File: src/rtl/uart_packet_tx.sv
// uart_packet_tx: sends eight latched bytes as 8N1 frames (LSB first, byte 0 first) with GAP_BITS idle bit periods between bytes.
// Ports: clk; rst_n async active-low; packet_start strobe accepted only in IDLE; tx_data0..7 packet bytes;
//        uart_txd registered serial line (idle high); packet_busy high while in flight; packet_done one-cycle completion pulse.
module uart_packet_tx #(
  parameter int CLK_FREQ = 50000000,
  parameter int UART_BPS = 115200,
  parameter int GAP_BITS = 1
) (
  input  logic       clk,
  input  logic       rst_n,
  input  logic       packet_start,
  input  logic [7:0] tx_data0,
  input  logic [7:0] tx_data1,
  input  logic [7:0] tx_data2,
  input  logic [7:0] tx_data3,
  input  logic [7:0] tx_data4,
  input  logic [7:0] tx_data5,
  input  logic [7:0] tx_data6,
  input  logic [7:0] tx_data7,
  output logic       uart_txd,
  output logic       packet_busy,
  output logic       packet_done
);
  localparam int BPS_CNT = CLK_FREQ / UART_BPS;
  localparam int CW = $clog2(BPS_CNT + 1);
  localparam logic [CW-1:0] CNT_LAST = CW'(BPS_CNT - 1);
  localparam logic [3:0] GAP_LAST = 4'(GAP_BITS > 0 ? GAP_BITS - 1 : 0);
  typedef enum logic [2:0] {IDLE, START, DATA, STOP, GAP} state_t;
  state_t r_state, w_state_nxt;
  logic [CW-1:0] r_cnt, w_cnt_nxt;
  logic [2:0] r_bit, w_bit_nxt, r_byte, w_byte_nxt;
  logic [3:0] r_gap, w_gap_nxt;
  logic [63:0] r_data, w_data_nxt;
  logic r_txd, w_txd_nxt, r_done, w_done_nxt, w_end;
  assign w_end = r_cnt == CNT_LAST;
  assign uart_txd = r_txd;
  assign packet_busy = r_state != IDLE;
  assign packet_done = r_done;
  always_ff @(posedge clk or negedge rst_n) begin
    if (!rst_n) begin
      r_state <= IDLE;
      r_cnt <= '0;
      r_bit <= '0;
      r_byte <= '0;
      r_gap <= '0;
      r_data <= '0;
      r_txd <= 1'b1;
      r_done <= 1'b0;
    end else begin
      r_state <= w_state_nxt;
      r_cnt <= w_cnt_nxt;
      r_bit <= w_bit_nxt;
      r_byte <= w_byte_nxt;
      r_gap <= w_gap_nxt;
      r_data <= w_data_nxt;
      r_txd <= w_txd_nxt;
      r_done <= w_done_nxt;
    end
  end
  always_comb begin
    w_state_nxt = r_state;
    w_cnt_nxt = w_end ? '0 : r_cnt + 1'b1;
    w_bit_nxt = r_bit;
    w_byte_nxt = r_byte;
    w_gap_nxt = r_gap;
    w_done_nxt = 1'b0;
    w_data_nxt = r_data;
    case (r_state)
      IDLE: begin
        w_cnt_nxt = '0;
        if (packet_start) begin
          w_state_nxt = START;
          w_byte_nxt = '0;
          w_data_nxt = {tx_data7, tx_data6, tx_data5, tx_data4, tx_data3, tx_data2, tx_data1, tx_data0};
        end
      end
      START: if (w_end) begin
        w_state_nxt = DATA;
        w_bit_nxt = '0;
      end
      DATA: if (w_end) begin
        w_state_nxt = r_bit == 3'd7 ? STOP : DATA;
        w_bit_nxt = r_bit + 1'b1;
      end
      STOP: if (w_end) begin
        w_state_nxt = r_byte == 3'd7 ? IDLE : (GAP_BITS > 0 ? GAP : START);
        w_done_nxt = r_byte == 3'd7;
        w_byte_nxt = r_byte + 1'b1;
        w_gap_nxt = '0;
      end
      GAP: if (w_end) begin
        w_state_nxt = r_gap == GAP_LAST ? START : GAP;
        w_gap_nxt = r_gap + 1'b1;
      end
      default: w_state_nxt = IDLE;
    endcase
    // Line level is chosen from the upcoming state so the output flop changes in step with the state.
    w_txd_nxt = w_state_nxt == START ? 1'b0 : w_state_nxt == DATA ? w_data_nxt[{w_byte_nxt, w_bit_nxt}] : 1'b1;
  end
endmodule

File: config.mk
export PLATFORM = sky130hd
export DESIGN_NAME = uart_packet_tx
export DESIGN_NICKNAME = d
export VERILOG_FILES = /design/src/rtl/uart_packet_tx.sv
export SDC_FILE = /design/constraint.sdc
export NUM_CORES = 1
export LEC_CHECK = 0
export CAP_MARGIN = 20
export CELL_PAD_IN_SITES_DETAIL_PLACEMENT = 1
export CELL_PAD_IN_SITES_GLOBAL_PLACEMENT = 1
export CORE_UTILIZATION = 32
export DETAILED_ROUTE_END_ITERATION = 12
export PLACE_DENSITY = 0.77
export SLEW_MARGIN = 20
export SYNTH_ARGS = -nofsm -noshare
export SYNTH_HDL_FRONTEND = slang
export SYNTH_SLANG_ARGS = --single-unit
File: constraint.sdc
create_clock -name clk -period 4.9 [get_ports clk]
set_clock_uncertainty 0.2 [all_clocks]
set_input_delay 0.735 -clock clk [delete_from_list [all_inputs] [get_ports clk]]
set_output_delay 0.735 -clock clk [all_outputs]
set_load 0.05 [all_outputs]
==> key figures <==
Run status
  • Status: finished clean

Critical path
  • CP Launch Type: flip-flop
  • CP delay by family, top: simple AND/OR/NAND/NOR gates
  • Crit Path Class: flip-flop to flip-flop
  • Critical-path top delay cell: a211o_1
  • WP buf/inv: 2
  • Crit path cell chain: inv_1 -> ha_1 -> and4bb_2 -> and2_0 -> clkinv_1 -> ha_1 -> nand2b_1 -> a211o_1 -> nand2_4 -> mux2i_1 -> a2111oi_0 -> or4_1 -> a22oi_2 -> a41oi_2
  • Crit Path Max Fanout: 20
  • Crit path DAT: between 4000 and 5000 ps
  • CP startpoint: r_cnt[1]
  • CP endpoint kind: flip-flop
  • Crit path top cell by count: ha_1
  • FF-to-FF Start: r_cnt[1]
  • Slowest cell delay on critical path: about 570 ps
  • WP data required: 4960 ps

Timing
  • Slew at the pin with the worst max-slew slack: 829 ps
  • Unrepaired setup endpoints after global routing: no
  • Max Slew Vio Count: 0
  • Final hold vios: 0
  • Setup_tns: 0 ps
  • Final hold slack: 225 ps
  • Tmin final: 4300 ps
  • Period utilisation layout: 0.878
  • Setup violations, final: 0
  • Peak Freq: 0.233 GHz
  • Max-slew headroom: 0.445

Synth
  • Post-synthesis cell count: 559
  • Cell area after synthesis: 4860 um2
  • EDFF count, synth: 0
  • Seq/Total Area, Yosys: 0.454
  • Netlist cell types: just over 60
  • Main synth FF type: dfrtp_1
  • Top cells by area, synth: dfrtp_1, nand2_1, mux4_2
  • Top cell type by total area after synthesis: dfrtp_1
  • Synthesized area per cell: 8.69 um2
  • Top-area cell type share of the netlist area: 0.448
  • Synthesized flop and latch total: 88
  • Net Count, Synth: 635
  • YS warnings: 0
  • Ys async rst share: 1.00

Floorplan
  • I/O pin count: 70
  • Die span in y: around 130 um
  • Initial core utilization: 0.332
  • CORE AREA: approximately 15000 um2
  • Die W: 125 um
  • Die area: 15700 um2
  • Cell Rows: 44

Placed design
  • Gp weighted congestion: 0.805
  • DP Wirelength: roughly 9700 um
  • IO buf count: 69

Power
  • Power Total: about 1.6 mW
  • Comb pwr share: 0.079
  • Switching share of power: 0.227
  • Clk pwr share: 0.442
  • Max rail drop VDD: 216 uV
  • PwrDens: 268 nW/um2
  • Sequential share of power: 0.479
  • Lkg Pwr: 2.75 nW
  • Switching power: 362 uW
  • Internal power: 1.23 mW

Clock tree
  • CTS tree: yes
  • Clock Tree Buf Depth: 2
  • CTS root buffer: clkbuf_16
  • Post-CTS Setup Repair Bufs: 0
  • CTS Hold Bufs: 0
  • PostCTS Resize Cnt: 0
  • Clk pin slew, worst setup/hold paths: 60 ps
  • H-tree depth: 3
  • Worst-skew pair later-pin latency: ~350 ps
  • TritonCTS Buffers: 9
  • Clock Sinks: 88

Cells and area
  • Area grow syn2layout: 22.2%
  • Fillcell total: approximately 1700
  • Layout cells sized above 1: 0.0797
  • Net count, final: 687
  • # diodes: 0

Drt
  • Detailed Route Iter0 Violations: 213
  • Vias: ~4200
  • WL final: 13600 um
  • Antenna viol nets, final: 0
  • Via density: 5.27
  • Detailed-route wire length per cell: 17.0 um
  • TritonRoute pass-1 iters: 4
  • Post-route DRC: 0

Job
  • Max capacitance violation total: 0

Global routing
  • Pin count of the biggest net entering global routing: roughly 70
  • Vias in the first global route: 4637
  • Global Route Usage Sum: 0.184
  • Initial antenna violation count: 0
  • First-pass GRT wire length: 22600 um
  • GRT overflow: 0

Min path
  • Hold crit path type: input pin to async pin
[power by group through the flow]
stage | logic, mW | registers [mW] | clock network [mW]
after CTS | 0.127 | 0.763 | 0.722
after detailed placement | 0.126 | 0.777 | 0
after floorplan | 0.0421 | 0.774 | 0
final | 0.125 | 0.763 | 0.703
after global routing | 0.139 | 0.766 | 0.752
after global placement | 0.121 | 0.775 | 0
[path summary, 6_finish.rpt]
| check | end | slack (ps) | cells past startpoint |
|---|---|---|---|
| worst max-delay path | uart_txd | 600 | 14 |
| worst min-delay path | r_data[43] | 220 | 1 |
| worst max register to register | uart_txd | 600 | 14 |
| worst min register to register | r_data[3] | 280 | 2 |
| max in group asynchronous | r_cnt[5] | 3280 | 2 |
| min in group clk | r_data[3] | 280 | 2 |
[cells by family after synthesis]
kind of cell / synth area share
multiplexers: 0.0536
AND/OR/NAND/NOR: 0.261
XOR/XNOR: 0.0144
flip-flops: 0.454
adder cells (fa/ha/maj): 0.0232
AO/OA/AOI/OAI: 0.142
buffers and inverters: 0.0513
[registers in the layout, summed over array words and instances (netlist names)]
name,cells
r_bit,3
r_data,64
r_state,3
r_cnt,9
r_byte,3
r_gap,4
packet_done,1
uart_txd,1
[metrics by stage]
stage          instances  setup slack (ps)   util  cell area (um2)
3_5_place_dp         784               618  0.385             5640
2_1_floorplan        559              1180      -             4860
5_1_grt              799               255  0.405             5940
6_report             799               600  0.405             5940
4_1_cts              799               594  0.405             5940
3_3_place_gp         784               772  0.385             5640
[worst register-to-register path: stages, from the launching register on]
cell	delay, ps
dfrtp_1	430
inv_1	80
ha_1	140
and4bb_2	310
and2_0	290
clkinv_1	260
ha_1	330
nand2b_1	110
a211o_1	570
nand2_4	330
mux2i_1	240
a2111oi_0	110
or4_1	520
a22oi_2	170
a41oi_2	130
[layout make-up]
class                   instances  area, um2  share of cell area
multi-input cells             424       2410               0.406
flip-flops and latches         88       2200               0.371
repair buffers                 75        746               0.126
clock buffers                  10        239              0.0403
well taps                     184        230              0.0388
clock inverters                 5       56.3             0.00949
inverters                      13       48.8             0.00822
[cell usage after synthesis (3+ instances only)]
| master | number |
|---|---|
| and2_1 | 3 |
| nand2_1 | 209 |
| a2111oi_0 | 4 |
| nand3_1 | 16 |
| nor2b_1 | 4 |
| a22oi_1 | 13 |
| clkbuf_1 | 10 |
| xor2_1 | 6 |
| nor2_1 | 26 |
| a31oi_1 | 3 |
| nor3_1 | 4 |
| mux4_2 | 7 |
| buf_6 | 5 |
| dfrtp_1 | 87 |
| buf_1 | 3 |
| nor4_1 | 3 |
| ha_1 | 9 |
| and3_1 | 6 |
| mux2i_1 | 8 |
| buf_2 | 13 |
| a21oi_1 | 24 |
| o21ai_0 | 17 |
| nand4_1 | 3 |
| nand2b_1 | 3 |
| inv_1 | 9 |
| a211oi_1 | 13 |
| and4b_1 | 3 |
[routing by layer]
metal	GRT usage	wire [um]	vias to the layer above
li1	-	-	2017
met1	0.221	6020	2109
met2	0.322	6980	67
met3	0.0432	389	15
met4	0.0617	217	0
met5	0	0	-
[placed cells by master, fill, tap and decap left out, types with 3 or more instances in the layout]
master	instances
a21oi_1	24
nor3_1	4
a31oi_1	3
a22oi_1	13
xor2_1	6
inv_1	9
clkdlybuf4s50_1	68
nand3_1	16
and3_1	6
clkbuf_16	9
nand4_1	3
ha_1	9
nand2_1	209
dfrtp_1	87
nor2_1	26
nand2b_1	3
mux4_2	7
and2_1	3
and4b_1	3
nor2b_1	4
o21ai_0	17
a211oi_1	13
mux2i_1	8
a2111oi_0	4
nor4_1	3
buf_4	6
Power figures use the tool's default switching activity.
